===== config.mk =====
export PLATFORM = sky130hd
export DESIGN_NAME = uart_rx_autobaud_flat
export DESIGN_NICKNAME = d
export VERILOG_FILES = /design/src/rtl/uart_pkg.sv /design/src/rtl/uart_rx_autobaud_if.sv /design/src/rtl/sync.sv /design/src/rtl/uart_baud_meas.sv /design/src/rtl/uart_rx_autobaud.sv /design/src/flat_wrapper.sv
export SDC_FILE = /design/constraint.sdc
export NUM_CORES = 1
export LEC_CHECK = 0
export CAP_MARGIN = 20
export CORE_AREA = 2 2 85 87
export CTS_CLUSTER_SIZE = 28
export DETAILED_ROUTE_END_ITERATION = 6
export DIE_AREA = 0 0 87 89
export PLACE_DENSITY_LB_ADDON = 0.15
export RECOVER_POWER = 25
export SLEW_MARGIN = 20
export SYNTH_ARGS = -nofsm -noshare
export SYNTH_HDL_FRONTEND = slang
export SYNTH_SLANG_ARGS = --single-unit
export TNS_END_PERCENT = 30

===== constraint.sdc =====
create_clock -name clk -period 2.47 [get_ports clk]
set_input_delay 0.494 -clock clk [delete_from_list [all_inputs] [get_ports clk]]
set_output_delay 0.494 -clock clk [all_outputs]
set_load 0.02 [all_outputs]

===== src/rtl/uart_pkg.sv =====
// Shared definitions for the auto-baud controller: one-hot state encoding,
// sync character and measurement constants.
package uart_pkg;

    localparam int HUNT      = 0;
    localparam int MEASURE   = 1;
    localparam int WAIT_STOP = 2;
    localparam int VERIFY    = 3;
    localparam int LOCKED    = 4;
    localparam int N_STATES  = 5;

    typedef enum logic [N_STATES-1:0] {
        S_HUNT      = 5'b1 << HUNT,
        S_MEASURE   = 5'b1 << MEASURE,
        S_WAIT_STOP = 5'b1 << WAIT_STOP,
        S_VERIFY    = 5'b1 << VERIFY,
        S_LOCKED    = 5'b1 << LOCKED
    } state_e;

    localparam logic [7:0] SYNC_CHAR  = 8'h55;
    localparam int         TIMER_W    = 11;
    localparam int         MEAS_EDGES = 5;

endpackage


===== src/rtl/uart_rx_autobaud_if.sv =====
// Signal bundle between the auto-baud controller, the receiver datapath and the host.
// Optional UART_AUTOBAUD_MANUAL_EN adds the manual_en / manual_ratio override inputs.
interface uart_rx_autobaud_if;

    logic       rx;
    logic       cal_req;
    logic [7:0] rx_data;
    logic       rx_valid;
    logic       rx_error;
    logic [7:0] clk_ratio;
    logic       rx_enable;
    logic       locked;
    logic [7:0] out_data;
    logic       out_valid;
    logic       meas_fail;
`ifdef UART_AUTOBAUD_MANUAL_EN
    logic       manual_en;
    logic [7:0] manual_ratio;
`endif

    modport slave (
        input  rx, cal_req, rx_data, rx_valid, rx_error,
        output clk_ratio, rx_enable, locked, out_data, out_valid, meas_fail
`ifdef UART_AUTOBAUD_MANUAL_EN
        , input manual_en, manual_ratio
`endif
    );

    modport master (
        output rx, cal_req, rx_data, rx_valid, rx_error,
        input  clk_ratio, rx_enable, locked, out_data, out_valid, meas_fail
`ifdef UART_AUTOBAUD_MANUAL_EN
        , output manual_en, manual_ratio
`endif
    );

endinterface


===== src/rtl/sync.sv =====
// Two-flop synchronizer for asynchronous inputs, with a selectable reset value.
module sync #(
    parameter int               WIDTH     = 1,
    parameter logic [WIDTH-1:0] RESET_VAL = '0
) (
    input  logic             clk,
    input  logic             rst_n,
    input  logic [WIDTH-1:0] d,
    output logic [WIDTH-1:0] q
);

    logic [WIDTH-1:0] meta;

    always_ff @(posedge clk or negedge rst_n) begin
        if (!rst_n) begin
            meta <= RESET_VAL;
            q    <= RESET_VAL;
        end else begin
            meta <= d;
            q    <= meta;
        end
    end

endmodule


===== src/rtl/uart_baud_meas.sv =====
// Bit-period measurement over a 0x55 sync character: edge detection on the
// synchronized line, span timer, falling-edge counter and rounded range check.
module uart_baud_meas
    import uart_pkg::*;
#(
    parameter int MIN_BIT = 4
) (
    input  logic       clk,
    input  logic       rst_n,
    input  logic       rx,
    input  logic       measuring,
    output logic       fall,
    output logic       rise,
    output logic       done,
    output logic       fail,
    output logic [7:0] ratio
);

    localparam logic [2:0]       LAST_EDGE = 3'(MEAS_EDGES - 2);
    localparam logic [TIMER_W:0] P_MIN     = (TIMER_W+1)'(MIN_BIT);
    localparam logic [TIMER_W:0] P_MAX     = (TIMER_W+1)'(256);

    logic               rx_s;
    logic               rx_prev;
    logic [TIMER_W-1:0] timer;
    logic [2:0]         edge_cnt;
    logic [TIMER_W:0]   rounded;
    logic               last_edge;
    logic               timed_out;
    logic               in_range;

    // Idle line is high, so reset to 1 to avoid a spurious falling edge.
    sync #(.WIDTH(1), .RESET_VAL(1'b1)) u_sync (
        .clk   (clk),
        .rst_n (rst_n),
        .d     (rx),
        .q     (rx_s)
    );

    always_ff @(posedge clk or negedge rst_n) begin
        if (!rst_n) begin
            rx_prev <= 1'b1;
        end else begin
            rx_prev <= rx_s;
        end
    end

    assign fall = rx_prev & ~rx_s;
    assign rise = ~rx_prev & rx_s;

    // Counter only counts edges after the one that started the measurement.
    always_ff @(posedge clk or negedge rst_n) begin
        if (!rst_n) begin
            timer    <= '0;
            edge_cnt <= '0;
        end else if (!measuring) begin
            timer    <= '0;
            edge_cnt <= '0;
        end else begin
            if (timer != '1) begin
                timer <= timer + TIMER_W'(1);
            end
            if (fall) begin
                edge_cnt <= edge_cnt + 3'd1;
            end
        end
    end

    assign last_edge = measuring & fall & (edge_cnt == LAST_EDGE);
    assign timed_out = measuring & (timer == '1);
    assign rounded   = ({1'b0, timer} + (TIMER_W+1)'(4)) >> 3;
    assign in_range  = (rounded >= P_MIN) && (rounded <= P_MAX);
    assign done      = last_edge & in_range;
    assign fail      = (last_edge & ~in_range) | (timed_out & ~last_edge);
    assign ratio     = 8'(rounded - (TIMER_W+1)'(1));

endmodule


===== src/rtl/uart_rx_autobaud.sv =====
// Auto-baud controller: measures a sync char, programs and verifies the receiver,
// then forwards bytes until re-hunt. Optional UART_AUTOBAUD_MANUAL_EN adds a manual override.
module uart_rx_autobaud
    import uart_pkg::*;
#(
    parameter logic [7:0] DEFAULT_RATIO = 8'd15,
    parameter int         MIN_BIT       = 4,
    parameter int         ERR_LIMIT     = 3
) (
    input logic                clk,
    input logic                rst_n,
    uart_rx_autobaud_if.slave  bus
);

    localparam logic [3:0] ERR_LAST = 4'(ERR_LIMIT - 1);

    state_e     state, state_next;
    logic [7:0] clk_ratio_q, clk_ratio_next;
    logic       rx_enable_q, rx_enable_next;
    logic       locked_q, locked_next;
    logic [7:0] out_data_q, out_data_next;
    logic       out_valid_q, out_valid_next;
    logic       meas_fail_q, meas_fail_next;
    logic [3:0] err_cnt_q, err_cnt_next;

    logic       fall;
    logic       rise;
    logic       meas_done;
    logic       meas_bad;
    logic [7:0] meas_ratio;

    uart_baud_meas #(.MIN_BIT(MIN_BIT)) u_meas (
        .clk       (clk),
        .rst_n     (rst_n),
        .rx        (bus.rx),
        .measuring (state == S_MEASURE),
        .fall      (fall),
        .rise      (rise),
        .done      (meas_done),
        .fail      (meas_bad),
        .ratio     (meas_ratio)
    );

`ifdef UART_AUTOBAUD_MANUAL_EN
    logic manual_q;

    always_ff @(posedge clk or negedge rst_n) begin
        if (!rst_n) begin
            manual_q <= 1'b0;
        end else begin
            manual_q <= bus.manual_en;
        end
    end
`endif

    always_ff @(posedge clk or negedge rst_n) begin
        if (!rst_n) begin
            state       <= S_HUNT;
            clk_ratio_q <= DEFAULT_RATIO;
            rx_enable_q <= 1'b0;
            locked_q    <= 1'b0;
            out_data_q  <= 8'h00;
            out_valid_q <= 1'b0;
            meas_fail_q <= 1'b0;
            err_cnt_q   <= 4'd0;
        end else begin
            state       <= state_next;
            clk_ratio_q <= clk_ratio_next;
            rx_enable_q <= rx_enable_next;
            locked_q    <= locked_next;
            out_data_q  <= out_data_next;
            out_valid_q <= out_valid_next;
            meas_fail_q <= meas_fail_next;
            err_cnt_q   <= err_cnt_next;
        end
    end

    always_comb begin
        state_next     = state;
        clk_ratio_next = clk_ratio_q;
        rx_enable_next = rx_enable_q;
        locked_next    = locked_q;
        out_data_next  = out_data_q;
        out_valid_next = 1'b0;
        meas_fail_next = 1'b0;
        err_cnt_next   = err_cnt_q;

        case (state)
            S_HUNT: begin
                rx_enable_next = 1'b0;
                locked_next    = 1'b0;
                err_cnt_next   = 4'd0;
                if (fall) begin
                    state_next = S_MEASURE;
                end
            end
            S_MEASURE: begin
                if (meas_bad) begin
                    meas_fail_next = 1'b1;
                    state_next     = S_HUNT;
                end else if (meas_done) begin
                    clk_ratio_next = meas_ratio;
                    state_next     = S_WAIT_STOP;
                end
            end
            // Enabling only on the stop bit keeps the receiver from seeing the sync char mid-frame.
            S_WAIT_STOP: begin
                if (rise) begin
                    rx_enable_next = 1'b1;
                    state_next     = S_VERIFY;
                end
            end
            S_VERIFY: begin
                if (bus.rx_valid) begin
                    if (bus.rx_data == SYNC_CHAR && !bus.rx_error) begin
                        locked_next  = 1'b1;
                        err_cnt_next = 4'd0;
                        state_next   = S_LOCKED;
                    end else begin
                        meas_fail_next = 1'b1;
                        clk_ratio_next = DEFAULT_RATIO;
                        rx_enable_next = 1'b0;
                        state_next     = S_HUNT;
                    end
                end
            end
            S_LOCKED: begin
                if (bus.rx_valid) begin
                    if (!bus.rx_error) begin
                        out_data_next  = bus.rx_data;
                        out_valid_next = 1'b1;
                        err_cnt_next   = 4'd0;
                    end else if (err_cnt_q == ERR_LAST) begin
                        locked_next    = 1'b0;
                        rx_enable_next = 1'b0;
                        clk_ratio_next = DEFAULT_RATIO;
                        err_cnt_next   = 4'd0;
                        state_next     = S_HUNT;
                    end else begin
                        err_cnt_next = err_cnt_q + 4'd1;
                    end
                end
            end
            default: begin
                state_next     = S_HUNT;
                clk_ratio_next = DEFAULT_RATIO;
                rx_enable_next = 1'b0;
                locked_next    = 1'b0;
                err_cnt_next   = 4'd0;
            end
        endcase

        // Host recalibration wins over anything the datapath delivers this cycle.
        if (bus.cal_req) begin
            state_next     = S_HUNT;
            clk_ratio_next = DEFAULT_RATIO;
            rx_enable_next = 1'b0;
            locked_next    = 1'b0;
            out_data_next  = out_data_q;
            out_valid_next = 1'b0;
            meas_fail_next = 1'b0;
            err_cnt_next   = 4'd0;
        end

`ifdef UART_AUTOBAUD_MANUAL_EN
        if (bus.manual_en) begin
            state_next     = S_LOCKED;
            clk_ratio_next = bus.manual_ratio;
            rx_enable_next = 1'b1;
            locked_next    = 1'b1;
            meas_fail_next = 1'b0;
            err_cnt_next   = 4'd0;
        end else if (manual_q) begin
            state_next     = S_HUNT;
            clk_ratio_next = DEFAULT_RATIO;
            rx_enable_next = 1'b0;
            locked_next    = 1'b0;
            err_cnt_next   = 4'd0;
        end
`endif
    end

    assign bus.clk_ratio = clk_ratio_q;
    assign bus.rx_enable = rx_enable_q;
    assign bus.locked    = locked_q;
    assign bus.out_data  = out_data_q;
    assign bus.out_valid = out_valid_q;
    assign bus.meas_fail = meas_fail_q;

endmodule


===== src/flat_wrapper.sv =====
// flat-port wrapper written by rule: the top's interface ports become plain ports
module uart_rx_autobaud_flat import uart_pkg::*;
#(
    parameter logic [7:0] DEFAULT_RATIO = 8'd15,
    parameter int         MIN_BIT       = 4,
    parameter int         ERR_LIMIT     = 3
)
  (clk, rst_n, bus_rx, bus_cal_req, bus_rx_data, bus_rx_valid, bus_rx_error, bus_clk_ratio, bus_rx_enable, bus_locked, bus_out_data, bus_out_valid, bus_meas_fail);
  uart_rx_autobaud_if bus_i ();
  input logic clk;
  input logic rst_n;
  input wire logic [$bits(bus_i.rx)-1:0] bus_rx;
  input wire logic [$bits(bus_i.cal_req)-1:0] bus_cal_req;
  input wire logic [$bits(bus_i.rx_data)-1:0] bus_rx_data;
  input wire logic [$bits(bus_i.rx_valid)-1:0] bus_rx_valid;
  input wire logic [$bits(bus_i.rx_error)-1:0] bus_rx_error;
  output wire logic [$bits(bus_i.clk_ratio)-1:0] bus_clk_ratio;
  output wire logic [$bits(bus_i.rx_enable)-1:0] bus_rx_enable;
  output wire logic [$bits(bus_i.locked)-1:0] bus_locked;
  output wire logic [$bits(bus_i.out_data)-1:0] bus_out_data;
  output wire logic [$bits(bus_i.out_valid)-1:0] bus_out_valid;
  output wire logic [$bits(bus_i.meas_fail)-1:0] bus_meas_fail;
  assign bus_i.rx = bus_rx;
  assign bus_i.cal_req = bus_cal_req;
  assign bus_i.rx_data = bus_rx_data;
  assign bus_i.rx_valid = bus_rx_valid;
  assign bus_i.rx_error = bus_rx_error;
  assign bus_clk_ratio = bus_i.clk_ratio;
  assign bus_rx_enable = bus_i.rx_enable;
  assign bus_locked = bus_i.locked;
  assign bus_out_data = bus_i.out_data;
  assign bus_out_valid = bus_i.out_valid;
  assign bus_meas_fail = bus_i.meas_fail;
  uart_rx_autobaud #(.DEFAULT_RATIO(DEFAULT_RATIO), .MIN_BIT(MIN_BIT), .ERR_LIMIT(ERR_LIMIT)) u_core (.clk(clk), .rst_n(rst_n), .bus(bus_i));
endmodule

### Word level (Yosys, flattened, before mapping)

Cells that the tools add are included.

| word-level totals | value |
|---|---|
| flip-flop bits (word level) | 46 |
| input bits | 14 |
| output and inout bits | 20 |

| operators by class | value |
|---|---|
| multiplexer cells | 52 |
| equal/unequal tests | 26 |
| add/subtract/negate cells | 5 |
| bitwise logic cells | 15 |
| reductions and logical operators | 11 |
| $lt $le $gt $ge | 2 |

Operators by type and width:

| kind | count |
|---|---|
| 8-bit 2-to-1 mux | 8 |
| 5-bit 2-to-1 mux | 10 |
| 8-bit case mux with 4 select lines | 1 |
| 5-bit case mux with 5 select lines | 1 |
| 4-bit 2-to-1 mux | 6 |
| 11-bit 2-to-1 mux | 2 |
| 1-bit 2-to-1 mux | 18 |
| 3-bit != test, second input constant | 6 |
| 7-bit AND reduction | 2 |
| 11-bit by 3-bit adder with 12-bit output, second input constant | 1 |
| 3-bit by 2-bit != test with 1-bit output, second input constant | 4 |
| 4-bit case mux with 3 select lines | 1 |
| 11-bit by 1-bit adder with 11-bit output, second input constant | 1 |
| 11-bit equality test, second input constant | 1 |
| 11-bit != test, second input constant | 1 |
| 9-bit by 3-bit >= comparator with 1-bit output, second input constant | 1 |
| 9-bit <= comparator, second input constant | 1 |
| 1-bit bitwise AND | 8 |
| 8-bit by 7-bit equality test with 1-bit output, second input constant | 1 |
| 2-bit by 1-bit != test with 1-bit output, second input constant | 4 |
| 4-bit AND reduction | 2 |
| 8-bit AND reduction | 1 |
| 8-bit by 1-bit subtractor with 8-bit output, second input constant | 1 |
| 3-bit 2-to-1 mux | 2 |
| other kinds (20) | 27 |

### Longest topological paths before layout

| depth | value |
|---|---|
| depth in word-level cells | 10 |
| mapped depth | 9 |
| mapped depth without buffers | 8 |

### Hierarchy

From an unflattened synthesis, not the netlist that was laid out.

| second synthesis, totals | value |
|---|---|
| cells, all modules | 274 |
| area, all modules | 2,745.1 µm² |

By module, submodules not included:

| module | area an instance (µm²) | cells each | instances |
|---|---|---|---|
| uart_rx_autobaud | 1,522.7 | 142 | 1 |
| uart_baud_meas | 1,169.9 | 130 | 1 |
| sync | 52.6 | 2 | 1 |

### Worst setup path after synthesis

OpenSTA, ideal clock, no wires.

| timing | value |
|---|---|
| path kind | reg2reg |
| start | register u_core.u_meas.timer[2] |
| end | register u_core.clk_ratio_q[6] (netlist: u_core.bus.clk_ratio[6]) |
| period minus slack after synthesis | 2.206 ns |
| data arrival time | 2.082 ns |
| stages on the path, launching flop included | 9 |
| path slack | 0.264 ns |
| data required time | 2.346 ns |
| cell sequence | dfrtp_1 > ha_1 > buf_6 > or3_4 > a21oi_4 > o211ai_4 > o311ai_4 > o2111ai_1 > o2bb2ai_1 |

| between the ends | value |
|---|---|
| word-level cells in the longest chain between the ends | 8 |

RTL lines:

| element | RTL line | text |
|---|---|---|
| start, declared | uart_baud_meas.sv:25 | `logic [TIMER_W-1:0] timer;` |
| start signal, assigned | uart_baud_meas.sv:61 | `timer <= timer + TIMER_W'(1);` |
| 11-bit by 3-bit adder with 12-bit output | uart_baud_meas.sv:71 | `assign rounded = ({1'b0, timer} + (TIMER_W+1)'(4)) >> 3;` |
| 9-bit by 3-bit >= comparator with 1-bit output / 9-bit <= comparator (equally long branches) | uart_baud_meas.sv:72 | `assign in_range = (rounded >= P_MIN) && (rounded <= P_MAX);` |
| 1-bit logical AND | uart_baud_meas.sv:72 |  |
| 1-bit NOT | uart_baud_meas.sv:74 | `assign fail = (last_edge & ~in_range) \| (timed_out & ~last_edge);` |
| 1-bit bitwise AND | uart_baud_meas.sv:74 |  |
| 1-bit OR | uart_baud_meas.sv:74 |  |
| 3-bit != test (no source line) | - |  |
| 8-bit AND reduction (no source line) | - |  |
| end signal, assigned | uart_rx_autobaud.sv:68 | `clk_ratio_q <= clk_ratio_next;` |
| end, declared | uart_rx_autobaud.sv:18 | `logic [7:0] clk_ratio_q, clk_ratio_next;` |

Parallel ways exist; a longest one is shown, timed or not. The select of a mux whose other input is x is not followed.
A chain may end at the register's enable or synchronous reset.

### Final worst setup path

| timing | value |
|---|---|
| start | register u_core.u_meas.timer[2] |
| end | register u_core.clk_ratio_q[4] (netlist: u_core.bus.clk_ratio[4]) |

The elaborated chain is that of the path after synthesis.

==> reports/metrics.yaml <==
status: "complete, no violations"
startpoint: "u_core.u_meas.timer[2]$_DFFE_PN0N_"
synth_mux_area_share_pct: 4.977
worstSetupEndpointType: "register"
dp.cells: 372
final_core_util_pct: 48.49
post_cts_resized: 0
grt_pass1_vias: 2037
pwr-share-clk_pct: 38.1
nFillCells: 628
post_synth_instance_area_mm2: 0.002665
hp-class: "register to register"
ir_drop_v: 0.0002316
cts_sinks: 46
worst_skew_pair.late_latency_ns: 0.30
dr.pass1.iters: 4
required_ns: 2.66
area_growth_pct: 22.25
grt_max_degree: 47
rows: 30
routed_via_density: 5.318
cts_root_buf: "clkbuf_8"
cts_tree: "built"
wl_per_cell_um: 14.80
internal_power_uw: 1137
crit_type: "register to register"
post_cts_buffers: 0
fin_skew_ns: 0.009479
crit_family: "compound AO/OA/AOI/OAI gates"
die_h_um: 89
synth-adder-area-share_pct: 3.756
antenna_found_initial: 0
grt_usage_pct: 15.81
synthCells: 253
drt_iter0_drc: 125
pwr-share-comb_pct: 9.6
start_util_pct: 39.66
crit_fanout: 5
p_sw_share_pct: 23.97
port_buffers: 33
htreeDepth: 2
worstPathArrival_ns: 2.41
synth_top_family_by_area: "simple AND/OR/NAND/NOR gates"
place_hpwl_um: 4166
synth_simple_gate_area_share_pct: 21.36
post-route-min-period_ns: 2.225
critPathBufInv: 0
powerDensity_mw_per_mm2: 459.1
power_leakage_uw: 0.001374
tightest_slew_ns: 1.157
ys_types: 64
synth_nets: 275
num_io_pins: 34
core_mm2: 0.006719
holdBufCountCts: 0
n_antenna_cell: 0
final_cells: 380
dr_total_vias: 2021
worstPathCellList: "ha_1 -> or3_4 -> a21oi_4 -> o211ai_4 -> o311ai_4 -> o2111ai_1 -> o2bb2ai_1"
synth_most_common_cell: "dfrtp_1"
total_power_uw: 1496
yosysSeqAreaShare_pct: 43.57
gp_congestion: 0.8300
ys_warn_count: 0
synth_area_leader_cell: "dfrtp_1"
drc: 0
drv_slew: 0
ys_seq_elements: 46
ant_nets: 0
cts_max_path_buffers: 2
setup_violations: 0
rsz0062_at_grt: "false"
slew_headroom_pct: 22.87
cp-start-kind: "register"
routed_wl_um: 5624
synth_compound_area_share_pct: 15.45
fin_nets: 321
syn_avg_cell_area_um2: 10.53
min_from: "u_core.u_meas.u_sync.meta$_DFF_PN1_"
synth_enable_flop_cells: 0
die-area_mm2: 0.007743
overflow: 0
p_switching_uw: 358.5
critPathSlowestCell: "or3_4"
power_frac_seq_pct: 52.3
fmax_mhz: 449.4
final.period_utilization_pct: 90.08
maxCapViolCount: 0
clk_pin_slew_ns: 0.09
cpPeakStageDelay_ns: 0.41
cts_made_buffers: 5
final_layout_size_suffix_gt1_share_pct: 20.67
synthFlopType: "dfrtp_1"
synth_xor_area_share_pct: 6.526
synthTopCellsByCount: "dfrtp_1, nor2_1, nand2_1"
synthArstFlopShare_pct: 100.0
hold_viol_final: 0
grt_pass1_wl_um: 9611
die_w_um: 87
reg2reg_from: "u_core.u_meas.timer[2]$_DFFE_PN0N_"
synth.area.top_cells: "dfrtp_1, dfstp_2, mux2_2, ha_1, nor2_1"
synth.top_cell.area_share_pct: 35.68
power by group through the flow:
stage	Sequential, uW	Clock, uW	Combinational (uW)
6_report	782	570	144
5_1_grt	784	612	161
4_1_cts	782	591	146
3_5_place_dp	796	0	145
3_3_place_gp	797	0	146
2_1_floorplan	792	0	77.6
per-layer routing:
metal | part of all wire (%) | global-route usage (%)
met4 | 1.7 | 5.256
met2 | 46 | 25.12
met1 | 48 | 21.74
met5 | 0 | 0
met3 | 3.9 | 3.139
flip-flops by register name (all words and copies together) (netlist names):
signal                     count
u_core.u_meas.rx_prev          1
u_core.err_cnt_q               4
u_core.bus.meas_fail           1
u_core.bus.out_valid           1
u_core.bus.out_data            8
u_core.u_meas.timer           11
u_core.bus.locked              1
u_core.u_meas.u_sync.q         1
u_core.u_meas.u_sync.meta      1
u_core.state                   5
u_core.bus.rx_enable           1
u_core.u_meas.edge_cnt         3
u_core.bus.clk_ratio           8
cells by family (layout without fill, tap and decap cells):
logic type	count (synthesis)	count (layout)
and+or+nand+nor	100	100
AOI/OAI and AO/OA	47	47
DFF	46	46
buffers and inverters	21	68
xor gates and xnor gates	19	19
muxes	12	12
adders and majority gates	8	8
cell usage in the layout, fill, tap and decap left out, types with 8 or more instances in the layout:
| cell | n |
|---|---|
| xor2_1 | 9 |
| nand2_1 | 14 |
| mux2_2 | 10 |
| inv_1 | 8 |
| nand3_1 | 13 |
| buf_4 | 18 |
| xnor2_1 | 9 |
| nor2_1 | 21 |
| dfrtp_1 | 38 |
| ha_1 | 8 |
| clkdlybuf4s50_1 | 31 |
worst paths after layout:
check,slack (ns),cells past startpoint,end
worst min register to register,0.36,0,u_core.u_meas.u_sync.q$_DFF_PN1_
min in group asynchronous,0.50,2,u_core.state[3]$_DFFE_PN0P_
worst min-delay path,0.36,0,u_core.u_meas.u_sync.q$_DFF_PN1_
worst max register to register,0.25,7,u_core.bus.clk_ratio[4]$_DFFE_PN0P_
worst max-delay path,0.25,7,u_core.bus.clk_ratio[4]$_DFFE_PN0P_
max in group asynchronous,1.27,2,u_core.bus.out_data[2]$_DFFE_PN0P_
final cells by class:
class                           count  area (um2)  area share (%)
Tap cell                           80       100.1           3.072
Sequential cell                    46        1161           35.64
Clock buffer                        6       72.57           2.227
Inverter                            8       30.03          0.9217
Clock inverter                      2       37.54           1.152
Multi-Input combinational cell    186        1391           42.70
Timing Repair Buffer               52       465.4           14.29
stage by stage:
stage / TNS [ns] / setup WS, ns / area (um2) / hold WS, ns
after floorplan: 0 / 0.2637 / 2665 / 0.1984
after global placement: 0 / 0.02069 / 3147 / 0.3478
after detailed placement: -0.02136 / -0.01680 / 3147 / 0.3475
after CTS: 0 / 0.1459 / 3257 / 0.3026
after global routing: 0 / 0.04555 / 3258 / 0.3673
final: 0 / 0.2450 / 3258 / 0.3644
No activity file was read; power rests on OpenSTA's default activity.
